File: src/rtl/cnn_axi_wr_slave_ctrl.sv
// AXI3 write slave for the CNN config/weight memory: AW -> W beats -> B response, one burst at a time.
// Latency: first beat accepted the cycle after AW handshake; bvalid the cycle after the last beat.
// Backpressure: wready follows i_mem_ready (no buffering); B is held until bready; AW is refused outside IDLE.
module cnn_axi_wr_slave_ctrl #(
    parameter int                    DATA_WIDTH   = 32,
    parameter int                    ADDR_WIDTH   = 32,
    parameter int                    ID_MAX_WIDTH = 4,
    parameter logic [ADDR_WIDTH-1:0] MEM_BASE     = '0,
    parameter int                    MEM_BYTES    = 4096
) (
    input  logic                         clk,
    input  logic                         rst_n,
    input  logic [ID_MAX_WIDTH-1:0]      awid,
    input  logic [ADDR_WIDTH-1:0]        awaddr,
    input  logic [3:0]                   awlen,
    input  logic [2:0]                   awsize,
    input  logic [1:0]                   awbrust,
    input  logic                         awvalid,
    output logic                         awready,
    input  logic [ID_MAX_WIDTH-1:0]      wid,
    input  logic [DATA_WIDTH-1:0]        wdata,
    input  logic [DATA_WIDTH/8-1:0]      wstrb,
    input  logic                         wlast,
    input  logic                         wvalid,
    output logic                         wready,
    output logic [ID_MAX_WIDTH-1:0]      bid,
    output logic [1:0]                   bresp,
    output logic                         buser,
    output logic                         bvalid,
    input  logic                         bready,
    output logic                         o_mem_we,
    output logic [$clog2(MEM_BYTES)-1:0] o_mem_addr,
    output logic [DATA_WIDTH-1:0]        o_mem_wdata,
    output logic [DATA_WIDTH/8-1:0]      o_mem_be,
    input  logic                         i_mem_ready
);

    localparam int NB = DATA_WIDTH / 8;
    localparam int LB = $clog2(NB);
    localparam int MA = $clog2(MEM_BYTES);
    localparam logic [ADDR_WIDTH:0] WIN_LO = {1'b0, MEM_BASE};
    localparam logic [ADDR_WIDTH:0] WIN_HI = WIN_LO + (ADDR_WIDTH+1)'(MEM_BYTES);

    typedef enum logic [1:0] {IDLE, DATA, DRAIN, RESP} state_t;

    state_t                  state;
    logic [ID_MAX_WIDTH-1:0] id_q;
    logic [MA-1:0]           cur_off;
    logic [3:0]              len_q;
    logic [2:0]              sz_q;
    logic                    fixed_q;
    logic [3:0]              cnt;
    logic                    err_q;

    logic                    beat;
    logic                    last_beat;
    logic                    beat_err;
    logic                    aw_err;
    logic [ADDR_WIDTH:0]     aw_span;
    logic [ADDR_WIDTH:0]     aw_end;
    int                      lane_off;
    int                      lane_cnt;

    // Address-phase legality: burst type, beat size, alignment and window bounds
    always_comb begin
        if (awbrust == 2'b00)
            aw_span = (ADDR_WIDTH+1)'(1) << awsize;
        else
            aw_span = (ADDR_WIDTH+1)'(5'({1'b0, awlen}) + 5'd1) << awsize;
        aw_end = {1'b0, awaddr} + aw_span - (ADDR_WIDTH+1)'(1);
        aw_err = awbrust[1]
              || (int'(awsize) > LB)
              || ((awaddr & ((ADDR_WIDTH'(1) << awsize) - ADDR_WIDTH'(1))) != '0)
              || ({1'b0, awaddr} < WIN_LO)
              || (aw_end >= WIN_HI);
    end

    // W channel acceptance: gated by memory in DATA, unconditional while draining
    always_comb begin
        wready = 1'b0;
        case (state)
            DATA:    wready = i_mem_ready;
            DRAIN:   wready = 1'b1;
            default: wready = 1'b0;
        endcase
    end

    assign beat      = wvalid && wready;
    assign last_beat = (cnt == len_q);
    assign beat_err  = (wid != id_q) || (wlast != last_beat);

    assign o_mem_we    = (state == DATA) && beat && (wid == id_q);
    assign o_mem_addr  = cur_off & ~MA'(NB - 1);
    assign o_mem_wdata = wdata;
    assign buser       = 1'b0;

    // Byte enables: strobes restricted to the lanes the current narrow beat occupies
    always_comb begin
        lane_off = int'(cur_off) & (NB - 1);
        lane_cnt = 1 << sz_q;
        for (int i = 0; i < NB; i++)
            o_mem_be[i] = wstrb[i] && (i >= lane_off) && (i < lane_off + lane_cnt);
    end

    // Burst sequencer with registered AW/B handshake outputs
    always_ff @(posedge clk or negedge rst_n) begin
        if (!rst_n) begin
            state   <= IDLE;
            awready <= 1'b1;
            bvalid  <= 1'b0;
            bresp   <= 2'b00;
            bid     <= '0;
            id_q    <= '0;
            cur_off <= '0;
            len_q   <= '0;
            sz_q    <= '0;
            fixed_q <= 1'b0;
            cnt     <= '0;
            err_q   <= 1'b0;
        end else begin
            case (state)
                IDLE: begin
                    if (awvalid && awready) begin
                        id_q    <= awid;
                        cur_off <= MA'(awaddr - MEM_BASE);
                        len_q   <= awlen;
                        sz_q    <= awsize;
                        fixed_q <= (awbrust == 2'b00);
                        cnt     <= '0;
                        awready <= 1'b0;
                        err_q   <= aw_err;
                        state   <= aw_err ? DRAIN : DATA;
                    end
                end
                DATA: begin
                    if (beat) begin
                        cnt <= cnt + 4'd1;
                        if (!fixed_q)
                            cur_off <= cur_off + (MA'(1) << sz_q);
                        if (beat_err)
                            err_q <= 1'b1;
                        if (last_beat) begin
                            state  <= RESP;
                            bvalid <= 1'b1;
                            bid    <= id_q;
                            bresp  <= (err_q || beat_err) ? 2'b10 : 2'b00;
                        end
                    end
                end
                DRAIN: begin
                    if (beat) begin
                        cnt <= cnt + 4'd1;
                        if (last_beat) begin
                            state  <= RESP;
                            bvalid <= 1'b1;
                            bid    <= id_q;
                            bresp  <= 2'b10;
                        end
                    end
                end
                RESP: begin
                    if (bready) begin
                        bvalid  <= 1'b0;
                        awready <= 1'b1;
                        err_q   <= 1'b0;
                        state   <= IDLE;
                    end
                end
                default: state <= IDLE;
            endcase
        end
    end

endmodule

File: config.mk
export PLATFORM = sky130hd
export DESIGN_NAME = cnn_axi_wr_slave_ctrl
export DESIGN_NICKNAME = d
export VERILOG_FILES = /design/src/rtl/cnn_axi_wr_slave_ctrl.sv
export SDC_FILE = /design/constraint.sdc
export NUM_CORES = 1
export LEC_CHECK = 0
export CORE_MARGIN = 1
export CORE_UTILIZATION = 50
export DETAILED_ROUTE_END_ITERATION = 16
export HOLD_SLACK_MARGIN = 0.15
export PLACE_DENSITY = 0.84
export SYNTH_ARGS = -nofsm -noshare
export SYNTH_HDL_FRONTEND = slang
export SYNTH_SLANG_ARGS = --single-unit
File: constraint.sdc
create_clock -name clk -period 6.74 [get_ports clk]
set_input_delay 1.348 -clock clk [delete_from_list [all_inputs] [get_ports clk]]
set_output_delay 1.348 -clock clk [all_outputs]
set_load 0.005 [all_outputs]
==> metrics.txt, run 1 <==
Top Ports roughly 150; Core ar. about 11000 sq um; Mapped Avg Cell Area 7.32 sq um; Cell Area, Synth 5620 sq um; Ant. Diodes 0; Placed Area around 6000 sq um; # DRC 0; I/O Buffers between 80 and 90; CP Class in2reg; final hold vios 0; largest family of logic cells by synthesized area compound AO/OA/AOI/OAI gates; WHS approximately 0.5 ns; CTS buffer count 5; largest net degree at the start of global routing 39; clock latency on the worst-skew pair roughly 0.30 ns; Top Metal Used met4; Relative slew margins 0.254; WL final 14.0 mm; Yosys warning count 0; Synth Area in Compound Gates 0.245; worst endpoint required time just under 7 ns; post-synthesis async set-or-reset flop share 1.00; number of max-cap violations 0; Final Skew slightly above 0.005 ns; total power ~1.8 mW; row count 38; vias in the first global route between 5000 and 6000; Final Non-Filler Cells 929; Post-Synth Adder-Cell Area 0.136; number of DRC markers in iteration 0 about 310; Die Width around 110 microns; Slew Limit Fails 0; LEAKAGE around 2.9 nW; # H-tree levels 2; simple-gate share of the synthesized area 0.225; initial antenna violation count 0; Met3 Wirelength 912 microns; share of cells above drive strength 1 0.0444; Cells after Synth approximately 770; cell mode on critical path ha_1; grt ovf 0; # setup viols final 0; placed insts 921; Unique masters post-synth 70; largest vdd supply drop approximately 0.00021 V; RSZ-0062 raised after global routing false; Finished Cell Area between 6000 and 7000 sq um; Final WS setup approximately 1.1 ns; post-CTS setup buffers 0; crit-path max FO 9; Worst Path Arrival 5.84 ns; HPWL after detailed placement about 11 mm; Power Density approximately 290 nW/um^2; slowest CP cell clkdlybuf4s50_1; Post-Synth XOR/XNOR Area 0.0436; crit path capture type flop; initial core utilization 0.516; Worst Hold Class reg2reg; clock sinks 38; worst-path cell chain clkdlybuf4s50_1 -> ha_1 -> xnor2_1 -> nand2_1 -> o211ai_1 -> o21ai_0 -> nor2b_1 -> a31oi_1 -> ha_1 -> inv_1 -> ha_1 -> and2_4 -> a311oi_4 -> a211oi_4 -> a31oi_1 -> xnor2_1 -> a2111o_1 -> nor4b_1 -> nand4_1 -> o2bb2ai_1; slowest stage delay, CP about 0.49 ns; fin util 0.580; Most used DFF post-synth dfrtp_1; Post-CTS Resized 0; CTS tree yes; Final Net Count between 900 and 1000; global-route usage over all layers 0.244; Placer Congestion 0.964; area grow syn2layout 12.4%; commonest non-fill, non-tap cell in the layout nand2_1; CTS clk-pin slew, worst paths 0.08 ns; post-route minimum period 5.65 ns; CP Launch Type input port; mux contribution to synthesized area 0.0534; leading cell types in the layout, fill and taps excluded nand2_1, clkdlybuf4s50_1, inv_1; Root Buffer clkbuf_8; met2 wire len 6.29 mm; Fillers 998; max frequency about 180 MHz; Seq/Total Area, Yosys 0.169; reg2reg setup slack between 3 and 4 ns; full die area ~12000 sq um; length of the first detailed-routing pass in iterations 5; drt wl/cell ~15 microns; status complete, no violations; Final period util 0.839; vias per cell around 6; Antenna Nets Post-Route 0; CTS max path bufs 2; Metal-1 WL between 6 and 7 mm; Synth Register Bits 38; Die H between 100 and 150 microns; number of flops mapped to enable cells by yosys 0; Post-CTS Hold Buffers 0; Setup WS pre-CTS between 0.8 and 0.9 ns; Slew @ Worst Pin around 1.1 ns; DR vias around 5500; first-pass GRT wire length about 23 mm; setup TNS 0 ns
-- synth_stat cells, drive strengths merged (3+ instances only) --
cell / instances / area, sq um
nand2: 92 / 345
inv: 73 / 274
a21oi: 69 / 345
ha: 58 / 726
o21ai: 56 / 280
nor2: 49 / 184
buf: 46 / 345
dfrtp: 37 / 926
clkbuf: 26 / 97.6
nand3: 20 / 100
mux2: 16 / 180
xor2: 15 / 131
xnor2: 13 / 114
a21o: 12 / 90.1
mux2i: 12 / 120
nand4: 12 / 75.1
nand2b: 11 / 68.8
and3: 9 / 56.3
a31oi: 8 / 50.1
nor3: 8 / 40.0
o211ai: 8 / 60.1
nor2b: 7 / 43.8
nor4: 7 / 43.8
a211o: 6 / 53.8
and4: 6 / 52.6
o31ai: 6 / 45.0
and2: 5 / 33.8
nor3b: 5 / 37.5
o21bai: 5 / 37.5
o22ai: 5 / 31.3
a211oi: 4 / 42.5
nand3b: 4 / 30.0
or3: 4 / 25.0
a2111o: 3 / 33.8
a22oi: 3 / 22.5
a311oi: 3 / 43.8
nor4b: 3 / 26.3
o2111ai: 3 / 26.3
o211a: 3 / 30.0
o21a: 3 / 22.5
or4: 3 / 22.5
-- where the power goes --
group	internal [mW]	switching [mW]	leakage, nW	total, mW
logic	0.540	0.594	2.35	1.13
registers	0.340	0.118	0.456	0.458
clock network	0.148	0.0902	0.0683	0.239
total	1.03	0.802	2.87	1.83
-- layer usage --
layer,track usage,vias up
met5,0,-
met4,0.109,0
met3,0.0283,35
met2,0.398,207
met1,0.322,2543
li1,-,2731
-- final cells by class --
cell class	instances	area, sq um	area share
multi-input cells	588	3970	0.627
clock inverters	3	68.8	0.0109
clock buffers	5	68.8	0.0109
flip-flops and latches	38	952	0.151
well taps	140	175	0.0277
inverters	73	274	0.0434
repair buffers	82	816	0.129
-- final timing paths --
check                                     start                      to  depth (start not counted)
min in group asynchronous                 rst_n  cur_off[5]$_DFFE_PN0P_                          1
max                                    awlen[0]    state[1]$_DFFE_PN0P_                         20
max in group asynchronous                 rst_n    len_q[2]$_DFFE_PN0P_                          1
min                          bid[2]$_DFFE_PN0P_      bid[2]$_DFFE_PN0P_                          1
min reg2reg                  bid[2]$_DFFE_PN0P_      bid[2]$_DFFE_PN0P_                          1
max reg2reg                state[1]$_DFFE_PN0P_  cur_off[7]$_DFFE_PN0P_                          8
-- flip-flops by register name (all words and copies together), names as in the netlist, 2 cells and up --
register,flops
sz_q,3
state,2
cur_off,12
id_q,4
bid,4
cnt,4
len_q,4
-- critical path: cells and delay by family --
kind            cells  cell delay [ns]
compound gates      8             1.71
simple gates        5             0.95
buf+inv             2             0.53
fa+ha+maj           3             0.96
xor+xnor            2             0.31
-- kinds of logic after synthesis --
| logic type | count (synthesis) |
|---|---|
| mux | 28 |
| compound gates | 214 |
| simple gates | 254 |
| buf+inv | 145 |
| fa+ha+maj | 60 |
| flops | 38 |
| xor+xnor | 28 |
| other cells | 1 |
Power figures use the tool's default switching activity.
==> run 2: changes to the inputs <==
==> constraint.sdc (replaced) <==
create_clock -name clk -period 5.4 [get_ports clk]
set_input_delay 1.08 -clock clk [delete_from_list [all_inputs] [get_ports clk]]
set_output_delay 1.08 -clock clk [all_outputs]
set_load 0.005 [all_outputs]
==> run 2 against run 1 <==
  * Global-route usage rose by 1.2 points
  * Register-to-register slack got worse by 1.4 ns
  * Sequential power rose by 25%
  * Wire length rose by 6.4%
  * Highest routed layer unchanged
  * Cell count rose by 4.6%
  * Clock skew rose by 0.0019 ns
  * First-iteration DRC count rose by 15%
==> metrics.txt, run 2 (synthesis gave the netlist of run 1 again) <==
largest vdd supply drop 0.000252 V (was 0.000208 V); Slew @ Worst Pin 1.05 ns (was 1.11 ns); Ant. Diodes 0 (unchanged); number of DRC markers in iteration 0 359 (was 313); clock latency on the worst-skew pair 0.29 ns (was 0.30 ns); placed insts 962 (was 921); Relative slew margins 0.297 (was 0.254); Finished Cell Area 6660 sq um (was 6320 sq um); CP Launch Type input port (unchanged); vias per cell 5.86 (was 5.94); initial antenna violation count 0 (unchanged); final hold vios 0 (unchanged); LEAKAGE 3.08 nW (was 2.87 nW); Setup WS pre-CTS -0.154 ns (was 0.817 ns); CTS buffer count 5 (unchanged); clock sinks 38 (unchanged); leading cell types in the layout, fill and taps excluded nand2_1, clkdlybuf4s50_1, inv_1 (unchanged); Post-CTS Hold Buffers 0 (unchanged); Final Net Count 983 (was 940); Slew Limit Fails 0 (unchanged); initial core utilization 0.516 (unchanged); FF-to-FF path depth 8 (unchanged); CTS tree yes (unchanged); max reg flops 12 (unchanged); # DRC 0 (unchanged); setup TNS 0 ns (unchanged); Die H 108 microns (unchanged); Reg-to-Reg End cur_off[7]$_DFFE_PN0P_ (unchanged); total power 2.28 mW (was 1.83 mW); I/O Buffers 82 (unchanged); multi-input logic area 4020 sq um (was 3970 sq um); HPWL after detailed placement 12.1 mm (was 11.3 mm); full die area 11700 sq um (unchanged); Final Non-Filler Cells 972 (was 929); Root Buffer clkbuf_8 (unchanged); worst endpoint required time 5.57 ns (was 6.92 ns); Top Ports 151 (unchanged); commonest non-fill, non-tap cell in the layout nand2_1 (unchanged); Final period util 0.968; Worst Path Arrival 5.40 ns (was 5.84 ns); vias in the first global route 5325 (was 5082); WL final 14.9 mm (was 14.0 mm); Worst Hold Class reg2reg (unchanged); crit-path max FO 6 (was 9); Die Width 108 microns (unchanged); Final WS setup 0.172 ns (was 1.09 ns); share of cells above drive strength 1 0.101 (was 0.0444); Crit Reg-Reg Startpoint state[1]$_DFFE_PN0P_ (unchanged); Antenna Nets Post-Route 0 (unchanged); drt wl/cell 15.3 microns (was 15.1 microns); Placed Area 6490 sq um (was 6180 sq um); WHS Endpoint fixed_q$_DFFE_PN0P_ (was bid[2]$_DFFE_PN0P_); largest net degree at the start of global routing 39 (unchanged); length of the first detailed-routing pass in iterations 5 (unchanged); grt ovf 0 (unchanged); reg2reg setup slack 2.27 ns (was 3.63 ns); register area 952 sq um (unchanged); first-pass GRT wire length 24.4 mm (was 23.2 mm); Min-Delay Path Depth 2 (was 1); Power Density 343 nW/um^2 (was 290 nW/um^2); CTS max path bufs 2 (unchanged); CP Class in2reg (unchanged); Final Skew 0.00702 ns (was 0.00514 ns); Fillers 1008 (was 998); Placer Congestion 0.940 (was 0.964); status complete, no violations (unchanged); DR vias 5692 (was 5516); WHS 0.484 ns (was 0.512 ns); # setup viols final 0 (unchanged); # H-tree levels 2 (unchanged); area grow syn2layout 18.4% (was 12.4%); Core ar. 10900 sq um (unchanged); global-route usage over all layers 0.256 (was 0.244); post-route minimum period 5.23 ns; row count 38 (unchanged); CTS clk-pin slew, worst paths 0.08 ns (about the same); crit path capture type flop (unchanged); fin util 0.611 (was 0.580); number of max-cap violations 0 (unchanged); Reg with most FFs cur_off (unchanged); hold path start fixed_q$_DFFE_PN0P_ (was bid[2]$_DFFE_PN0P_); max frequency between 150 and 200 MHz
[run 2: cell count changes in the layout (fill, tap and decap cells not counted), sizes merged]
cell / delta
clkinvlp: +1
clkdlybuf4s50: -1
buf: +43
bufinv: -2
clkbuf: +1
dlymetal6s2s: +1
[run 2: how the worst max path moves through the flow]
stage	startpoint	to	depth (start not counted)
3_5_place_dp	awlen[1]	state[1]$_DFFE_PN0P_	20
3_3_place_gp	awlen[1]	err_q$_DFFE_PN0P_	18
5_1_grt	awbrust[1]	state[1]$_DFFE_PN0P_	20
4_1_cts	awlen[1]	state[1]$_DFFE_PN0P_	20
2_1_floorplan	awbrust[1]	state[1]$_DFFE_PN0P_	20
6_report	awbrust[1]	err_q$_DFFE_PN0P_	20
[run 2: cell type report]
type                            instances  share of cell area
Clock buffer                            6              0.0124
Inverter                               73              0.0412
Clock inverter                          2             0.00188
Tap cell                              140              0.0263
Timing Repair Buffer                  125               0.172
Sequential cell                        38               0.143
Multi-Input combinational cell        588               0.603
[run 2: metal layers]
metal	GRT usage	part of all wire	wire (microns)	up-vias
li1	-	-	-	2824
met1	0.320	0.44	6510	2618
met2	0.461	0.47	7080	228
met3	0.0295	0.071	1060	22
met4	0.0714	0.018	263	0
met5	0	0	0	-
[run 2: what timing repair did]
action                                  4_1_cts  5_1_grt
gates resized for setup                       0       14
hold endpoints to repair                      0        0
buffers inserted                              0        2
endpoints found under the setup margin        0        3
[run 2: power breakdown]
group	leakage (nW)	switching (mW)	total [mW]	internal, mW
registers	0.456	0.146	0.571	0.425
clock network	0.0472	0.107	0.210	0.103
logic	2.58	0.773	1.50	0.728
[run 2: critical path: stages]
cell	delay (ns)
clkdlybuf4s50_1	0.41
or2_2	0.37
and4_1	0.26
nand2b_1	0.08
nand2_1	0.07
o21ai_0	0.15
nor2_1	0.06
a31oi_1	0.18
ha_1	0.20
inv_1	0.06
ha_1	0.35
and2_4	0.18
a311oi_4	0.32
a211oi_4	0.14
a2111oi_0	0.48
a211oi_1	0.11
a311o_1	0.28
nand4bb_1	0.22
nor4_2	0.28
a31oi_1	0.11
